**src/rtl/load_use_hazard_unit_pkg.sv**
```systemverilog
// pipeline_pkg: hazard FSM states and the stall/flush control bundle shared with the pipeline top
package pipeline_pkg;
    typedef enum logic [0:0] {RUN, LU_STALL} hz_state_t;
    localparam logic [4:0] REG_X0 = 5'd0;
    typedef struct packed {
        logic pc_we;
        logic ifid_we;
        logic ifid_flush;
        logic idex_bubble;
        logic hold;
    } hz_ctrl_t;
    localparam hz_ctrl_t CTL_RESET  = 5'b00110;
    localparam hz_ctrl_t CTL_FREEZE = 5'b00001;
    localparam hz_ctrl_t CTL_FLUSH  = 5'b11110;
    localparam hz_ctrl_t CTL_STALL  = 5'b00010;
    localparam hz_ctrl_t CTL_RUN    = 5'b11000;
endpackage

```
**src/rtl/load_use_hazard_unit_sat_counter.sv**
```systemverilog
// sat_counter: W-bit event counter that sticks at all-ones
module sat_counter #(
    parameter int W = 32
) (
    input  logic         clk,
    input  logic         rst,
    input  logic         inc,
    output logic [W-1:0] count
);
    always_ff @(posedge clk)
        if (rst) count <= '0;
        else if (inc && !(&count)) count <= count + 1'b1;
endmodule

```
**src/rtl/load_use_hazard_unit.sv**
```systemverilog
// load_use_hazard_unit: detects load-use hazards against ID/EX, sequences multi-cycle stalls,
// and arbitrates them against memory-busy freezes and branch flushes
module load_use_hazard_unit
    import pipeline_pkg::*;
#(
    parameter int LU_STALLS = 1,
    parameter int CNT_W     = 32
) (
    input  logic             clk,
    input  logic             rst,
    input  logic             id_valid,
    input  logic [4:0]       id_rs1,
    input  logic [4:0]       id_rs2,
    input  logic             id_uses_rs2,
    input  logic             ex_memread,
    input  logic [4:0]       ex_rd,
    input  logic             flush,
    input  logic             mem_busy,
    output logic             pc_write_en,
    output logic             if_id_write_en,
    output logic             if_id_flush,
    output logic             id_ex_bubble,
    output logic             pipe_hold,
    output logic [CNT_W-1:0] stall_cycles,
    output logic [CNT_W-1:0] hazard_events
);
    localparam logic [2:0] LU_INIT = 3'(LU_STALLS - 1);
    hz_state_t  state, state_n;
    logic [2:0] cnt, cnt_n;
    hz_ctrl_t   ctl;
    logic       hazard, hz_inc;
    assign hazard = id_valid && ex_memread && ex_rd != REG_X0 &&
                    (ex_rd == id_rs1 || (id_uses_rs2 && ex_rd == id_rs2));
    always_comb begin
        ctl     = CTL_RUN;
        state_n = state;
        cnt_n   = cnt;
        hz_inc  = 1'b0;
        if (rst) begin
            ctl = CTL_RESET;
        end else if (mem_busy) begin
            ctl = CTL_FREEZE;
        end else if (flush) begin
            ctl     = CTL_FLUSH;
            state_n = RUN;
            cnt_n   = 3'd0;
        end else if (state == LU_STALL) begin
            ctl     = CTL_STALL;
            cnt_n   = cnt - 3'd1;
            state_n = cnt == 3'd1 ? RUN : LU_STALL;
        end else if (hazard) begin
            // single-cycle configurations resolve the whole stall without leaving RUN
            ctl     = CTL_STALL;
            hz_inc  = 1'b1;
            state_n = LU_STALLS > 1 ? LU_STALL : RUN;
            cnt_n   = LU_INIT;
        end
    end
    always_ff @(posedge clk)
        if (rst) begin
            state <= RUN;
            cnt   <= 3'd0;
        end else begin
            state <= state_n;
            cnt   <= cnt_n;
        end
    assign pc_write_en    = ctl.pc_we;
    assign if_id_write_en = ctl.ifid_we;
    assign if_id_flush    = ctl.ifid_flush;
    assign id_ex_bubble   = ctl.idex_bubble;
    assign pipe_hold      = ctl.hold;
    sat_counter #(.W(CNT_W)) u_stall_cnt (
        .clk   (clk),
        .rst   (rst),
        .inc   (!ctl.pc_we),
        .count (stall_cycles)
    );
    sat_counter #(.W(CNT_W)) u_hazard_cnt (
        .clk   (clk),
        .rst   (rst),
        .inc   (hz_inc),
        .count (hazard_events)
    );
endmodule

```
**config.mk**
```make
export PLATFORM = sky130hd
export DESIGN_NAME = load_use_hazard_unit
export DESIGN_NICKNAME = d
export VERILOG_FILES = /design/src/rtl/load_use_hazard_unit_pkg.sv /design/src/rtl/load_use_hazard_unit_sat_counter.sv /design/src/rtl/load_use_hazard_unit.sv
export SDC_FILE = /design/constraint.sdc
export NUM_CORES = 1
export LEC_CHECK = 0
export ABC_AREA = 1
export CORE_MARGIN = 2
export CORE_UTILIZATION = 45
export CTS_CLUSTER_SIZE = 14
export DETAILED_ROUTE_END_ITERATION = 10
export MAX_ROUTING_LAYER = met4
export PLACE_DENSITY = 0.78
export SETUP_SLACK_MARGIN = 0.15
export SYNTH_ARGS = -nofsm -noshare
export SYNTH_HDL_FRONTEND = slang
export SYNTH_HIERARCHICAL = 1
export SYNTH_SLANG_ARGS = --single-unit
```
**constraint.sdc**
```tcl
create_clock -name clk -period 3.1 [get_ports clk]
set_input_delay 0.93 -clock clk [delete_from_list [all_inputs] [get_ports clk]]
set_output_delay 0.93 -clock clk [all_outputs]
set_load 0.005 [all_outputs]
```
==> results.json, run 1 <==
{
  "outcome": "finished, final reports clean",
  "synthTopCellsByArea": "dfxtp_1 (30%), nand2_1 (17%), nor2_1 (14%)",
  "cts.clk_slew.worst_paths_ns": 0.08,
  "start_kind": "input pin",
  "fin_skew_ns": 0.00797,
  "period_share_pct": 93.5,
  "cp.arrival_ns": 1.97,
  "dp.cells": 968,
  "final_area_mm2": 0.00579,
  "power_density_mw_per_mm2": 306,
  "vdd_drop_max_uv": 186,
  "track_usage_pct": 25.3,
  "async_flop_share_pct": 0,
  "vias_per_cell": 5.21,
  "crit_type": "input pin to primary output",
  "num_rows": 36,
  "grt_pass1_wl_mm": 22.0,
  "rsz0062_at_grt": "false",
  "firstDrtPassIters": 5,
  "drt-total-wl_mm": 13.5,
  "setup_tns_ns": 0,
  "cts_tree": "built",
  "synth_edf_count": 0,
  "synth_nets": 765,
  "syn_area_per_cell_um2": 6.05,
  "whs_ns": 0.510,
  "insertion_delay_ns": 0.34,
  "yosysSeqAreaShare_pct": 30.5,
  "fin_util_pct": 59.5,
  "numCtsBuffers": 9,
  "clock-sinks": 68,
  "dr_total_vias": 5147,
  "holdPathEnd": "state",
  "r2r_end": "u_hazard_cnt/count[31]",
  "syn2layout_area_growth_pct": 29.4,
  "place_area_mm2": 0.00559,
  "synth.top_cell.area_share_pct": 30.5,
  "ant_nets": 0,
  "wl_per_cell_um": 13.7,
  "fp.dieW_um": 104,
  "synth_common_cells": "nand2_1 (200), nor2_1 (168), nand3_1 (70), dfxtp_1 (68), inv_1 (61)",
  "hold_path.class": "flip-flop to flip-flop",
  "crit_path_end_kind": "primary output",
  "first_global_vias": 4757,
  "synthFlopType": "dfxtp_1",
  "hold_viol_final": 0,
  "yosysWarnings": 6,
  "tightest_slew_ns": 0.941,
  "root_buffer": "clkbuf_8",
  "path_max_fanout": 5,
  "reg2reg_depth": 10,
  "netlist_instances": 739,
  "leakagePower_nw": 2.27,
  "die-height_um": 104,
  "drv_slew": 0,
  "core_mm2": 0.00973,
  "layout.cells.non_filler": 987,
  "drive_gt1_share_pct": 12.9,
  "port_buffers": 90,
  "yosysMostFrequentCell": "nand2_1",
  "max_freq_ghz": 0.345,
  "num-nets-final": 874,
  "required_ns": 2.17,
  "ys_ff_latch": 68,
  "grt_overflow": 0,
  "yosys.area.top_type": "dfxtp_1",
  "io_pins": 91,
  "r2r_slack_ns": 0.80,
  "drc": 0,
  "synth_area_mm2": 0.00447,
  "drt_iter0_markers": 233,
  "clockBufferDepth": 2,
  "cap_violations": 0,
  "gp_congestion": 0.923,
  "worstHoldStart": "cnt[2]",
  "r2r-start": "u_hazard_cnt/count[0]",
  "initial_utilization_pct": 45.9,
  "grt_antenna_before_repair": 1,
  "whs_path_depth": 2,
  "dp_hpwl_mm": 10.1,
  "ctsHoldBuffers": 0,
  "ys_types": 26,
  "slew_headroom_pct": 37.1,
  "grt_max_degree": 30,
  "h-tree-depth": 3,
  "die_area_mm2": 0.0107,
  "finalSetupViolCount": 0,
  "fin_crit_ns": 2.90
}
-- worst max-delay path, cell delays in order --
cell	delay (ns)
buf_4	0.13
nand2_1	0.06
nand2_1	0.07
nor2_2	0.09
nand3_1	0.09
nand2_1	0.09
nand2_2	0.06
buf_6	0.12
nand2_4	0.05
nand2_2	0.05
nand3_2	0.07
inv_2	0.05
buf_6	0.11
-- cell families (layout without fill, tap and decap cells) --
logic type | Yosys count | in the layout | share of synthesized area (%)
other | 0 | 1 | 0
adders and majority gates | 4 | 4 | 1.12
xor gates and xnor gates | 5 | 5 | 0.980
DFF | 68 | 68 | 30.5
AOI/OAI and AO/OA | 57 | 57 | 6.63
buffers and inverters | 84 | 198 | 8.59
and+or+nand+nor | 521 | 521 | 52.2
-- stage by stage --
step / power, mW / setup slack, ns
floorplan: 0.975 / 0.362
global placement: 1.04 / -0.498
detailed placement: 1.05 / -0.550
CTS: 1.78 / 0.151
global route: 1.84 / 0.127
finish: 1.77 / 0.202
-- worst max path at each step --
stage          startpoint  slack (ns)        endpoint  cells past startpoint
2_1_floorplan    ex_rd[2]        0.36     pc_write_en                     12
3_3_place_gp     ex_rd[0]       -0.50  if_id_write_en                     12
3_5_place_dp     ex_rd[0]       -0.55     pc_write_en                     13
4_1_cts         id_rs2[2]        0.15     pc_write_en                     14
5_1_grt         id_rs2[4]        0.13  if_id_write_en                     14
6_report         ex_rd[0]        0.20     pc_write_en                     13
-- report_power, final --
part / total [mW] / leakage (nW) / internal (mW) / switching (mW)
sequential: 0.885 / 0.548 / 0.878 / 0.00680
clock: 0.739 / 0.0962 / 0.372 / 0.367
combinational: 0.144 / 1.63 / 0.0665 / 0.0778
total: 1.77 / 2.27 / 1.32 / 0.452
-- cell type report --
| class | instances | area (um^2) |
|---|---|---|
| diodes | 1 | 2.50 |
| inverters | 65 | 246 |
| fillers | 1004 | 3940 |
| multi-input cells | 587 | 2760 |
| flip-flops and latches | 68 | 1360 |
| clock buffers | 10 | 128 |
| clock inverters | 6 | 65.1 |
| well taps | 133 | 166 |
| repair buffers | 117 | 1060 |
-- state kept, by name, summed over array words and instances (netlist names) --
register,cells
u_hazard_cnt/count,32
state,1
u_stall_cnt/count,32
cnt,3
-- per-layer routing --
metal | global-route usage (%) | up-vias | wire [um] | share of wire [%]
met5 | - | - | 0 | 0
met4 | 10.7 | 0 | 363 | 2.7
met3 | 3.15 | 32 | 657 | 4.9
met2 | 42.1 | 150 | 6520 | 48
met1 | 30.9 | 2368 | 5950 | 44
li1 | - | 2597 | - | -
-- cell usage in the layout, fill, tap and decap left out, types with 8 or more instances in the layout --
| cell type | n |
|---|---|
| dfxtp_1 | 68 |
| nor2_4 | 8 |
| clkdlybuf4s50_1 | 67 |
| nand2_1 | 195 |
| clkbuf_8 | 9 |
| buf_4 | 28 |
| nor2_1 | 164 |
| nor2_2 | 16 |
| nor3_1 | 13 |
| a21oi_1 | 46 |
| nand3_1 | 69 |
| inv_1 | 57 |
| nand2_2 | 11 |
| nand4_1 | 25 |
| nand3b_1 | 10 |
-- timing repair --
action                                 in CTS  in global routing
pin swaps                                  19                 19
endpoints found under the hold margin       0                  0
gates resized for setup                    73                 27
setup endpoints to repair                  11                  6
buffers inserted                            2                  0
(Power assumes the default switching activity.)
==> inputs of run 2 (changes only) <==
--- a/config.mk
+++ b/config.mk
@@ -7,11 +7,11 @@
 export LEC_CHECK = 0
 export ABC_AREA = 1
 export CORE_MARGIN = 2
-export CORE_UTILIZATION = 45
+export CORE_UTILIZATION = 52
 export CTS_CLUSTER_SIZE = 14
 export DETAILED_ROUTE_END_ITERATION = 10
 export MAX_ROUTING_LAYER = met4
-export PLACE_DENSITY = 0.78
+export PLACE_DENSITY = 0.88
 export SETUP_SLACK_MARGIN = 0.15
 export SYNTH_ARGS = -nofsm -noshare
 export SYNTH_HDL_FRONTEND = slang
==> results.json, run 2 (synthesized netlist as in run 1, its figures left out) <==
{
  "outcome": "finished, final reports clean",
  "hold_viol_final": 0,
  "drt-total-wl_mm": 13.2,
  "fp.dieW_um": 96.7,
  "required_ns": 2.17,
  "port_buffers": 90,
  "wl_per_cell_um": 13.8,
  "slew_headroom_pct": 34.6,
  "place_ws_ns": -0.516,
  "layout.cells.non_filler": 953,
  "hold_path.class": "flip-flop to flip-flop",
  "die_area_mm2": 0.00935,
  "switching_power_mw": 0.445,
  "dp_hpwl_mm": 9.87,
  "layout_common_cells": "nand2_1 (199), nor2_1 (168), nand3_1 (69), dfxtp_1 (68), clkdlybuf4s50_1 (67)",
  "largestRegisters": "u_hazard_cnt/count x32, u_stall_cnt/count x32, cnt x3",
  "grt_antenna_before_repair": 0,
  "fin_util_pct": 68.8,
  "dp.cells": 936,
  "crit_end": "id_ex_bubble",
  "cap_violations": 0,
  "initial_utilization_pct": 54.1,
  "r2r_end": "u_stall_cnt/count[31]",
  "grt_overflow": 0,
  "rsz0062_at_grt": "false",
  "ant_nets": 0,
  "whs_ns": 0.512,
  "final_area_mm2": 0.00568,
  "cts_tree": "built",
  "r2r-start": "u_stall_cnt/count[0]",
  "crit_type": "input pin to primary output",
  "root_buffer": "clkbuf_8",
  "r2r_slack_ns": 0.69,
  "h-tree-depth": 3,
  "fin_skew_ns": 0.0130,
  "finalSetupViolCount": 0,
  "dr_total_vias": 5204,
  "power_density_mw_per_mm2": 309,
  "comb_power_share_pct": 7.8,
  "fin_ws_ns": 0.232,
  "cp.arrival_ns": 1.94,
  "first_global_vias": 4778,
  "gp_congestion": 0.943,
  "tightest_slew_ns": 0.979,
  "leakagePower_nw": 2.26,
  "clockBufferDepth": 2,
  "grt_max_degree": 30,
  "path_max_fanout": 5,
  "firstDrtPassIters": 5,
  "clock-sinks": 68,
  "grt_pass1_wl_mm": 21.6,
  "drive_gt1_share_pct": 11.4,
  "insertion_delay_ns": 0.35,
  "io_pins": 91,
  "worstSetupStartpoint": "flush",
  "core_mm2": 0.00826,
  "p_sw_share_pct": 25.3,
  "setup_tns_ns": 0,
  "num-nets-final": 869,
  "place_area_mm2": 0.00553,
  "p_int_mw": 1.31,
  "syn2layout_area_growth_pct": 27.1,
  "num_rows": 33,
  "track_usage_pct": 27.9,
  "drc": 0,
  "start_kind": "input pin",
  "power.sequential.fraction_pct": 50.4,
  "crit_path_end_kind": "primary output",
  "fillers": 756,
  "vias_per_cell": 5.46,
  "drt_iter0_markers": 234,
  "num_antenna_cells": 0,
  "cts.clk_slew.worst_paths_ns": 0.07,
  "drv_slew": 0,
  "reg2reg_depth": 10,
  "max_freq_ghz": 0.349,
  "vdd_drop_max_uv": 199,
  "die-height_um": 96.7,
  "numCtsBuffers": 9,
  "clockPowerShare_pct": 41.8,
  "fin_crit_ns": 2.87,
  "period_share_pct": 92.5,
  "total_power_mw": 1.76,
  "final_common_cell": "nand2_1"
}
## run 2: cell types whose count changed in the layout (fill, tap and decap cells not counted), sizes merged
cell	delta
buf	-11
clkbuf	+6
clkdlybuf4s15	-2
dlymetal6s2s	+2
diode	-1
## run 2: worst min-delay path by stage
stage | endpoint | cells after the start | startpoint
2_1_floorplan | state | 2 | cnt[2]
3_3_place_gp | state | 2 | cnt[2]
3_5_place_dp | state | 2 | cnt[2]
4_1_cts | state | 2 | cnt[2]
5_1_grt | state | 2 | cnt[2]
6_report | state | 2 | cnt[2]
## run 2: what timing repair did
action | in CTS | in global routing
resized for setup | 45 | 31
hold endpoints to repair | 0 | 0
endpoints found under the setup margin | 12 | 7
pin swaps | 8 | 15
hold buffers | 0 | 0
setup buffers | 1 | 0
gates cloned | 0 | 0
## run 2: cell type report
type / instances / area, um^2 / share of cell area (%)
tap: 105 / 131 / 2.31
multi-input combinational: 587 / 2730 / 48.1
timing repair buffer: 112 / 1020 / 17.9
inverter: 65 / 244 / 4.30
clock inverter: 6 / 65.1 / 1.15
clock buffer: 10 / 128 / 2.25
sequential: 68 / 1360 / 24.0
## run 2: per-layer routing
| layer | track usage, % | vias up | share of wire, % |
|---|---|---|---|
| met5 | - | - | 0 |
| met4 | 10.2 | 0 | 2.8 |
| met3 | 3.25 | 33 | 5.7 |
| met2 | 47.8 | 192 | 49 |
| met1 | 33.9 | 2392 | 43 |
| li1 | - | 2587 | - |
## run 2: worst max-delay path: stages
cell             delay, ns
clkdlybuf4s50_1       0.44
nor2_1                0.22
nand2_4               0.09
nand2_4               0.08
nand2_1               0.05
buf_2                 0.13
## run 2: power groups by stage
stage	logic, mW	registers (mW)	clock network, mW
finish	0.137	0.885	0.735
floorplan	0.0709	0.904	0
CTS	0.138	0.885	0.747
detailed placement	0.143	0.906	0
global placement	0.137	0.905	0
global route	0.153	0.886	0.780
